### config.mk
export PLATFORM = sky130hd
export DESIGN_NAME = ddr4_cmd_monitor
export DESIGN_NICKNAME = d
export VERILOG_FILES = /design/src/rtl/ddr4_mon_pkg.sv /design/src/rtl/ddr4_mon_bank.sv /design/src/rtl/ddr4_cmd_monitor.sv
export SDC_FILE = /design/constraint.sdc
export NUM_CORES = 1
export LEC_CHECK = 0
export ABC_AREA = 1
export BUFFER_PORTS_ARGS = -buffer_cell sky130_fd_sc_hd__buf_2
export CAP_MARGIN = 10
export CORE_MARGIN = 2
export CORE_UTILIZATION = 50
export CTS_CLUSTER_DIAMETER = 80
export DETAILED_ROUTE_END_ITERATION = 10
export PLACE_DENSITY_LB_ADDON = 0.25
export SLEW_MARGIN = 5
export SYNTH_ARGS = -nofsm -noshare
export SYNTH_HDL_FRONTEND = slang
export SYNTH_SLANG_ARGS = --single-unit
### constraint.sdc
create_clock -name c0_ddr4_ck_t -period 34 [get_ports c0_ddr4_ck_t]
set_input_delay 1.7 -clock c0_ddr4_ck_t [delete_from_list [all_inputs] [get_ports c0_ddr4_ck_t]]
set_output_delay 1.7 -clock c0_ddr4_ck_t [all_outputs]
set_load 0.05 [all_outputs]
### src/rtl/ddr4_mon_pkg.sv
// DDR4 command monitor shared types.
// Command, error and bank-state encodings plus bus decode constants.
package ddr4_mon_pkg;

    typedef enum logic [3:0] {
        CMD_NONE = 4'd0,
        CMD_MRS  = 4'd1,
        CMD_REF  = 4'd2,
        CMD_PRE  = 4'd3,
        CMD_PREA = 4'd4,
        CMD_ACT  = 4'd5,
        CMD_WR   = 4'd6,
        CMD_RD   = 4'd7,
        CMD_ZQC  = 4'd8
    } cmd_e;

    typedef enum logic [2:0] {
        ERR_NONE     = 3'd0,
        ERR_MULTI_CS = 3'd1,
        ERR_IN_RESET = 3'd2,
        ERR_ACT_OPEN = 3'd3,
        ERR_RW_IDLE  = 3'd4,
        ERR_RW_TRCD  = 3'd5,
        ERR_REF_OPEN = 3'd6,
        ERR_RFU      = 3'd7
    } err_e;

    typedef enum logic [1:0] {
        BS_IDLE       = 2'd0,
        BS_ACTIVATING = 2'd1,
        BS_OPEN       = 2'd2
    } bank_state_e;

    // {A16/RAS_n, A15/CAS_n, A14/WE_n} when ACT_n is high
    localparam logic [2:0] DEC_MRS = 3'b000;
    localparam logic [2:0] DEC_REF = 3'b001;
    localparam logic [2:0] DEC_PRE = 3'b010;
    localparam logic [2:0] DEC_RFU = 3'b011;
    localparam logic [2:0] DEC_WR  = 3'b100;
    localparam logic [2:0] DEC_RD  = 3'b101;
    localparam logic [2:0] DEC_ZQC = 3'b110;
    localparam logic [2:0] DEC_NOP = 3'b111;

    function automatic logic is_rw(input cmd_e c);
        return (c == CMD_RD) || (c == CMD_WR);
    endfunction

endpackage

### src/rtl/ddr4_mon_bank.sv
// One DRAM bank tracker: IDLE/ACTIVATING/OPEN state,
// tRCD down-counter and the row latched by the last ACT.
module ddr4_mon_bank
    import ddr4_mon_pkg::*;
#(
    parameter int ROW_WIDTH = 17,
    parameter int TRCD_CK   = 16
) (
    input  logic                 clk,
    input  logic                 rst,
    input  logic                 force_idle,
    input  logic                 act,
    input  logic                 close,
    input  logic [ROW_WIDTH-1:0] act_row,
    output logic [1:0]           state,
    output logic [ROW_WIDTH-1:0] row
);

    localparam int TW = $clog2(TRCD_CK + 1);
    localparam logic [TW-1:0] TRCD_INIT = TW'(TRCD_CK - 1);

    bank_state_e          state_q, state_d;
    logic [TW-1:0]        timer_q, timer_d;
    logic [ROW_WIDTH-1:0] row_q, row_d;

    assign state = state_q;
    assign row   = row_q;

    // State, timer and row registers
    always_ff @(posedge clk or posedge rst) begin
        if (rst) begin
            state_q <= BS_IDLE;
            timer_q <= '0;
            row_q   <= '0;
        end else begin
            state_q <= state_d;
            timer_q <= timer_d;
            row_q   <= row_d;
        end
    end

    // Next state: DRAM reset beats ACT beats close beats the tRCD countdown.
    // The bank is usable once the countdown would reach zero, so a RD/WR
    // exactly TRCD_CK edges after ACT sees OPEN.
    always_comb begin
        state_d = state_q;
        timer_d = timer_q;
        row_d   = row_q;
        if (force_idle) begin
            state_d = BS_IDLE;
            timer_d = '0;
        end else if (act) begin
            row_d = act_row;
            if (TRCD_CK == 1) begin
                state_d = BS_OPEN;
                timer_d = '0;
            end else begin
                state_d = BS_ACTIVATING;
                timer_d = TRCD_INIT;
            end
        end else if (close) begin
            state_d = BS_IDLE;
            timer_d = '0;
        end else if (state_q == BS_ACTIVATING) begin
            if (timer_q <= TW'(1)) begin
                state_d = BS_OPEN;
                timer_d = '0;
            end else begin
                timer_d = timer_q - TW'(1);
            end
        end
    end

endmodule

### src/rtl/ddr4_cmd_monitor.sv
// DDR4 command-bus monitor: decodes commands, tracks per-bank
// row state, flags protocol violations and counts commands.
module ddr4_cmd_monitor
    import ddr4_mon_pkg::*;
#(
    parameter int RANKS     = 1,
    parameter int BG_WIDTH  = 1,
    parameter int BA_WIDTH  = 2,
    parameter int ROW_WIDTH = 17,
    parameter int COL_WIDTH = 10,
    parameter int TRCD_CK   = 16,
    parameter int CNT_WIDTH = 32
) (
    input  logic                                      c0_ddr4_ck_t,
    input  logic                                      sys_reset,
    input  logic                                      c0_ddr4_reset_n,
    input  logic [RANKS-1:0]                          c0_ddr4_cke,
    input  logic [RANKS-1:0]                          c0_ddr4_cs_n,
    input  logic                                      c0_ddr4_act_n,
    input  logic [16:0]                               c0_ddr4_adr,
    input  logic [BG_WIDTH-1:0]                       c0_ddr4_bg,
    input  logic [BA_WIDTH-1:0]                       c0_ddr4_ba,
    input  logic                                      clr_cnt,
    output logic                                      cmd_valid,
    output logic [3:0]                                cmd_type,
    output logic [$clog2(RANKS):0]                    cmd_rank,
    output logic [BG_WIDTH+BA_WIDTH-1:0]              cmd_bank,
    output logic [ROW_WIDTH-1:0]                      cmd_row,
    output logic [COL_WIDTH-1:0]                      cmd_col,
    output logic                                      cmd_ap,
    output logic [RANKS*2**(BG_WIDTH+BA_WIDTH)-1:0]   open_mask,
    output logic                                      err_valid,
    output logic [2:0]                                err_code,
    output logic [CNT_WIDTH-1:0]                      cnt_act,
    output logic [CNT_WIDTH-1:0]                      cnt_rd,
    output logic [CNT_WIDTH-1:0]                      cnt_wr,
    output logic [CNT_WIDTH-1:0]                      cnt_pre,
    output logic [CNT_WIDTH-1:0]                      cnt_ref
);

    localparam int BW    = BG_WIDTH + BA_WIDTH;
    localparam int NB    = 2 ** BW;
    localparam int NBANK = RANKS * NB;
    localparam int RW    = $clog2(RANKS) + 1;
    localparam int IW    = $clog2(NBANK);

    logic [RANKS-1:0]     cs_low, sel;
    logic [RW-1:0]        n_cs, n_sel, rank_i;
    logic [BW-1:0]        bank_a;
    logic [IW-1:0]        idx;
    logic [1:0]           st [NBANK];
    logic [ROW_WIDTH-1:0] rows [NBANK];
    logic [NBANK-1:0]     busy, bank_act, bank_close;
    logic [1:0]           cur_st;
    logic [2:0]           code;
    logic                 rfu, rank_busy, dram_rst;
    cmd_e                 raw, t_d;
    err_e                 e_d;
    logic                 v_d, act_go, close_one, close_all;
    logic [ROW_WIDTH-1:0] row_d;
    logic                 rw_d;

    assign cs_low   = ~c0_ddr4_cs_n;
    assign sel      = cs_low & c0_ddr4_cke;
    assign bank_a   = {c0_ddr4_bg, c0_ddr4_ba};
    assign idx      = IW'({rank_i, bank_a});
    assign cur_st   = st[idx];
    assign code     = c0_ddr4_adr[16:14];
    assign dram_rst = ~c0_ddr4_reset_n;

    // Count asserted chip selects and find the selected rank
    always_comb begin
        n_cs   = '0;
        n_sel  = '0;
        rank_i = '0;
        for (int r = 0; r < RANKS; r++) begin
            n_cs = n_cs + RW'(cs_low[r]);
            if (sel[r]) begin
                n_sel  = n_sel + RW'(1);
                rank_i = RW'(r);
            end
        end
    end

    // Any bank of the selected rank not idle
    always_comb begin
        rank_busy = 1'b0;
        for (int i = 0; i < NBANK; i++) begin
            if (RW'(i / NB) == rank_i) rank_busy = rank_busy | busy[i];
        end
    end

    // Raw command decode from ACT_n and {RAS_n,CAS_n,WE_n}
    always_comb begin
        raw = CMD_NONE;
        rfu = 1'b0;
        if (!c0_ddr4_act_n) begin
            raw = CMD_ACT;
        end else begin
            case (code)
                DEC_MRS: raw = CMD_MRS;
                DEC_REF: raw = CMD_REF;
                DEC_PRE: raw = c0_ddr4_adr[10] ? CMD_PREA : CMD_PRE;
                DEC_RFU: rfu = 1'b1;
                DEC_WR:  raw = CMD_WR;
                DEC_RD:  raw = CMD_RD;
                DEC_ZQC: raw = CMD_ZQC;
                DEC_NOP: raw = CMD_NONE;
                default: raw = CMD_NONE;
            endcase
        end
    end

    // Qualify the command, pick the highest-priority error, drive bank controls
    always_comb begin
        v_d       = 1'b0;
        t_d       = CMD_NONE;
        e_d       = ERR_NONE;
        act_go    = 1'b0;
        close_one = 1'b0;
        close_all = 1'b0;
        if (n_cs > RW'(1)) begin
            e_d = ERR_MULTI_CS;
        end else if (n_cs != '0 && dram_rst) begin
            e_d = ERR_IN_RESET;
        end else if (n_sel == RW'(1)) begin
            if (rfu) begin
                e_d = ERR_RFU;
            end else if (raw != CMD_NONE) begin
                v_d = 1'b1;
                t_d = raw;
                case (raw)
                    CMD_ACT: begin
                        act_go = 1'b1;
                        if (cur_st != BS_IDLE) e_d = ERR_ACT_OPEN;
                    end
                    CMD_RD, CMD_WR: begin
                        if (cur_st == BS_IDLE) begin
                            e_d = ERR_RW_IDLE;
                        end else begin
                            if (cur_st == BS_ACTIVATING) e_d = ERR_RW_TRCD;
                            close_one = c0_ddr4_adr[10];
                        end
                    end
                    CMD_PRE:  close_one = 1'b1;
                    CMD_PREA: close_all = 1'b1;
                    CMD_REF: begin
                        if (rank_busy) e_d = ERR_REF_OPEN;
                    end
                    default: ;
                endcase
            end
        end
    end

    // Per-bank ACT and close strobes
    always_comb begin
        bank_act   = '0;
        bank_close = '0;
        for (int i = 0; i < NBANK; i++) begin
            bank_act[i]   = act_go && (idx == IW'(i));
            bank_close[i] = (close_one && (idx == IW'(i)))
                         || (close_all && (RW'(i / NB) == rank_i));
        end
    end

    for (genvar g = 0; g < NBANK; g++) begin : g_bank
        ddr4_mon_bank #(
            .ROW_WIDTH (ROW_WIDTH),
            .TRCD_CK   (TRCD_CK)
        ) u_bank (
            .clk        (c0_ddr4_ck_t),
            .rst        (sys_reset),
            .force_idle (dram_rst),
            .act        (bank_act[g]),
            .close      (bank_close[g]),
            .act_row    (c0_ddr4_adr[ROW_WIDTH-1:0]),
            .state      (st[g]),
            .row        (rows[g])
        );
        assign busy[g] = (st[g] != BS_IDLE);
    end

    assign open_mask = busy;
    assign rw_d      = v_d && is_rw(t_d);
    assign row_d     = (t_d == CMD_ACT) ? c0_ddr4_adr[ROW_WIDTH-1:0]
                                        : rows[idx];

    // Registered command and error report, one cycle after sampling
    always_ff @(posedge c0_ddr4_ck_t or posedge sys_reset) begin
        if (sys_reset) begin
            cmd_valid <= 1'b0;
            cmd_type  <= '0;
            cmd_rank  <= '0;
            cmd_bank  <= '0;
            cmd_row   <= '0;
            cmd_col   <= '0;
            cmd_ap    <= 1'b0;
            err_valid <= 1'b0;
            err_code  <= '0;
        end else begin
            cmd_valid <= v_d;
            cmd_type  <= v_d ? t_d : CMD_NONE;
            cmd_rank  <= v_d ? rank_i : '0;
            cmd_bank  <= v_d ? bank_a : '0;
            cmd_row   <= v_d ? row_d : '0;
            cmd_col   <= rw_d ? c0_ddr4_adr[COL_WIDTH-1:0] : '0;
            cmd_ap    <= rw_d & c0_ddr4_adr[10];
            err_valid <= (e_d != ERR_NONE);
            err_code  <= e_d;
        end
    end

    function automatic logic [CNT_WIDTH-1:0] cnt_nxt(
        input logic [CNT_WIDTH-1:0] c,
        input logic                 clr,
        input logic                 inc
    );
        if (clr) return inc ? CNT_WIDTH'(1) : '0;
        if (inc && (c != '1)) return c + CNT_WIDTH'(1);
        return c;
    endfunction

    // Saturating command counters, updated alongside the report
    always_ff @(posedge c0_ddr4_ck_t or posedge sys_reset) begin
        if (sys_reset) begin
            cnt_act <= '0;
            cnt_rd  <= '0;
            cnt_wr  <= '0;
            cnt_pre <= '0;
            cnt_ref <= '0;
        end else begin
            cnt_act <= cnt_nxt(cnt_act, clr_cnt, v_d && t_d == CMD_ACT);
            cnt_rd  <= cnt_nxt(cnt_rd,  clr_cnt, v_d && t_d == CMD_RD);
            cnt_wr  <= cnt_nxt(cnt_wr,  clr_cnt, v_d && t_d == CMD_WR);
            cnt_pre <= cnt_nxt(cnt_pre, clr_cnt,
                               v_d && (t_d == CMD_PRE || t_d == CMD_PREA));
            cnt_ref <= cnt_nxt(cnt_ref, clr_cnt, v_d && t_d == CMD_REF);
        end
    end

endmodule

==> out/summary.md <==
- **clock latency at the later pin of the worst-skew pair** 0.59 ns
- **aggregate negative setup slack** 0 ns
- **HPWL reported at the end of detailed placement** 41400 um
- **count of different cell masters after synthesis** 45
- **WP data arrival** 4.98 ns
- **worst slack at placement** 28.78 ns
- **startpoint types** input port
- **starting utilization of the core area** 50.9%
- **post-CTS setup buffers** 0
- **top-count cell post-synth** sky130_fd_sc_hd__nand2_1
- **Die Y-Extent** 208 um
- **deepest level of the CTS H-tree** 2
- **top area cells in the synthesized netlist** sky130_fd_sc_hd__dfrtp_1, sky130_fd_sc_hd__nand2_1, sky130_fd_sc_hd__o21ai_0, sky130_fd_sc_hd__nor2_1, sky130_fd_sc_hd__nand3_1
- **highest signal layer in the routed design** met5
- **period utilization** 13.4%
- **number of search-and-repair iterations in the first detailed-routing pass** 6
- **Final Worst Setup Slack** 29.44 ns
- **Critical Setup Path Class** in2reg
- **area overhead of the layout relative to synthesis** 14.2%
- **metal3 WL** 4030 um
- **global-route wire length before repair** 98700 um
- **top cell type by total area after synthesis** sky130_fd_sc_hd__dfrtp_1
- **DR WL met2** 27900 um
- **root buf cell** sky130_fd_sc_hd__clkbuf_16
- **gr usage total** 27.7%
- **routability cong.** 0.956
- **Worst-Margin Slew** 1.11 ns
- **violation count after the first detailed-route iteration** 1997
- **clock tree from TritonCTS** built
- **capturing element type of the critical path** flip-flop
- **ranking of synthesized cells by instance count** sky130_fd_sc_hd__nand2_1, sky130_fd_sc_hd__dfrtp_1, sky130_fd_sc_hd__nor2_1
- **Port-buffer cells** 234
- **RSZ-0062 raised after global routing** no
- **Final setup viols** 0
- **final antenna-violating net count** 0
- **via density per instance** 5.70
- **post-synthesis register bit count** 392
- **Peak Freq** 219 MHz
- **Met1 Routed Length** 27000 um
- **Ports** 236
- **buffers plus inverters on the worst setup path** 5
- **# DRC** 0
- **Synth Net Count** 2718
- **Std-Cell Core Area** 40900 um^2
- **global-route congestion overflow total** 0
- **row count** 74
- **final wirelength** 60500 um
- **minimum period implied by the final worst setup slack** 4.56 ns
- **Max-cap violations** 0
- **clock transition time at the flip-flop clock pins of the worst setup and hold paths** 0.06 ns
- **list of cells traversed by the critical path** buf_2, inv_2, nor2_4, inv_1, nor2_2, inv_1, nor2_1, nand2_1, nand2_2, inv_1, nand2_1, o211ai_1
- **number of antenna violations at the first check in global routing** 4
- **worst-path fanout max** 34
- **max incr delay on CP** 0.62 ns
- **CTS Hold Buffers Added** 0
- **Final Max Tran Viols** 0
- **Worst Clk Skew** 0.0307 ns
- **die outline area** 43300 um^2
- **primary flip-flop cell chosen by synthesis mapping** sky130_fd_sc_hd__dfrtp_1
- **routed length per instance** 17.7 um
- **power density over the cells** 52.3 nW/um^2
- **Synth top area share** 47.1%
- **worst rel slew slack** 26.0%
- **largest net degree at the start of global routing** 192
- **endpoint required time on the critical path** 34.42 ns
- **total count of hold-check failures in the final report** 0
- **Num Clock Sinks** 392
- **Hold Crit Class** reg2reg
- **number of nets at the end of the flow** 2903
- **most common cell type on the critical path** sky130_fd_sc_hd__inv_1
- **family with the most delay on the worst path** simple AND/OR/NAND/NOR gates
- **maximum resistive drop on vdd** 0.0551 mV
- **fraction of the yosys area taken by sequential cells** 47.1%
- **cts bufs inserted** 45
- **mean instance size in the synthesized netlist** 7.80 um^2
- **count of vias placed by the detailed router** 19.5k
- **EDFF count, synth** 0
- **Clock Path Buffers** 3
- **total of cells resized after clock tree synthesis** 0
- **vias in the first global route** 18.7k
- **layout cell share with drive strength beyond 1** 12.7%
- **area of the mapped netlist** 20800 um^2
- **static power due to leakage** 0.0111 uW
- **library cell contributing the largest single delay on the critical path** sky130_fd_sc_hd__nand2_1
- **proportion of synthesized flip-flops having asynchronous set or reset** 100%
- **die span in x** 208 um
- **post-layout total power** 1240 uW
- **status** complete, no violations
- **YS warnings** 0
- **number of standard cells after synthesis** 2670
## registers in the layout, summed over array words and instances (netlist names), 3 cells and up
signal                 flops
g_bank.u_bank.timer_q     40
cmd_col                   10
cmd_type                   4
cmd_bank                   3
cnt_ref                   32
cmd_row                   17
cnt_act                   32
cnt_pre                   32
cnt_wr                    32
cnt_rd                    32
g_bank.u_bank.state       16
err_code                   3
g_bank.u_bank.row        136
## path summary, 6_finish.rpt
kind	startpoint	end	slack [ns]	cells after the start
max	c0_ddr4_reset_n	cnt_rd[0]$_DFFE_PP0P_	29.44	12
min	g_bank[3].u_bank.timer_q[4]$_DFFE_PP0P_	g_bank[3].u_bank.timer_q[4]$_DFFE_PP0P_	0.48	2
max reg2reg	cnt_wr[0]$_DFFE_PP0P_	cnt_wr[26]$_DFFE_PP0P_	30.54	10
min reg2reg	g_bank[3].u_bank.timer_q[4]$_DFFE_PP0P_	g_bank[3].u_bank.timer_q[4]$_DFFE_PP0P_	0.48	2
max in group asynchronous	sys_reset	cnt_ref[9]$_DFFE_PP0P_	31.13	3
min in group asynchronous	sys_reset	cnt_wr[14]$_DFFE_PP0P_	1.29	2
## layer usage
metal | track usage, % | vias to the layer above
li1 | - | 9348
met3 | 4.59 | 98
met4 | 8.12 | 6
met5 | 0 | -
met1 | 38.8 | 9378
met2 | 44.5 | 664
## stage by stage
step,hold slack [ns],std cells,cell area [um^2],util (%)
after floorplan,0.449,2670,20800,-
after global placement,0.465,3339,22300,54.5
after detailed placement,0.470,3339,22300,54.5
after CTS,0.486,3416,23700,58.0
after global routing,0.503,3418,23800,58.1
final,0.481,3418,23800,58.1
## cell type report
class | instances | area [um^2]
Multi-Input combinational cell | 1940 | 9690
Tap cell | 532 | 666
Sequential cell | 392 | 9810
Clock buffer | 62 | 1260
Fill cell | 3712 | 17200
Inverter | 226 | 857
Timing Repair Buffer | 250 | 1320
Clock inverter | 15 | 161
Antenna cell | 1 | 2.50
## cell families (layout without fill, tap and decap cells)
group | count (synthesis) | after routing | share of synthesized area, %
adders and majority gates | 21 | 21 | 1.26
buffers and inverters | 338 | 553 | 6.38
xor gates and xnor gates | 84 | 84 | 3.53
and+or+nand+nor | 1330 | 1330 | 27.9
AOI/OAI and AO/OA | 504 | 504 | 13.8
other | 1 | 2 | 0.0180
DFF | 392 | 392 | 47.1
## cell usage in the layout (no fill, tap or decap), types with 5 or more instances in the layout
master,Yosys,layout
sky130_fd_sc_hd__clkbuf_1,70,10
sky130_fd_sc_hd__clkbuf_16,0,45
sky130_fd_sc_hd__o211ai_1,5,5
sky130_fd_sc_hd__buf_4,5,14
sky130_fd_sc_hd__or2_2,5,5
sky130_fd_sc_hd__clkbuf_8,0,7
sky130_fd_sc_hd__buf_2,20,234
sky130_fd_sc_hd__o21a_1,8,8
sky130_fd_sc_hd__nand2_1,658,656
sky130_fd_sc_hd__nand3_1,186,186
sky130_fd_sc_hd__nand3b_1,16,16
sky130_fd_sc_hd__dfrtp_1,392,392
sky130_fd_sc_hd__a21oi_1,86,86
sky130_fd_sc_hd__ha_1,21,21
sky130_fd_sc_hd__nand4_2,7,7
sky130_fd_sc_hd__xnor2_1,39,39
sky130_fd_sc_hd__nor3_1,96,96
sky130_fd_sc_hd__nand4_1,51,51
sky130_fd_sc_hd__o21ai_0,248,248
sky130_fd_sc_hd__clkinv_2,0,7
sky130_fd_sc_hd__nor4_1,32,32
sky130_fd_sc_hd__inv_1,218,216
sky130_fd_sc_hd__xor2_1,45,45
sky130_fd_sc_hd__inv_2,7,7
sky130_fd_sc_hd__o31ai_1,57,57
sky130_fd_sc_hd__a211oi_1,19,19
sky130_fd_sc_hd__nand2_2,6,8
sky130_fd_sc_hd__nor2_1,251,251
sky130_fd_sc_hd__o22ai_1,69,69
## where the power goes
group / internal (uW) / leakage (uW) / switching, uW
clock: 268 / 0.000685 / 198
sequential: 506 / 0.00536 / 30.7
combinational: 92.7 / 0.00501 / 147
total: 867 / 0.0111 / 375
## worst reg2reg max path, cell delays in order, from the launching register on
cell and delay, ns:
sky130_fd_sc_hd__dfrtp_1 0.48, sky130_fd_sc_hd__ha_1 0.23, sky130_fd_sc_hd__nand2_1 0.08, sky130_fd_sc_hd__nor2_1 0.19
sky130_fd_sc_hd__nand2_1 0.19, sky130_fd_sc_hd__nor2_1 0.27, sky130_fd_sc_hd__nand4_1 0.21, sky130_fd_sc_hd__nand2_1 0.73
sky130_fd_sc_hd__inv_1 0.56, sky130_fd_sc_hd__nand4_1 0.26, sky130_fd_sc_hd__o21ai_0 0.13
No activity file was read; power rests on OpenSTA's default activity.
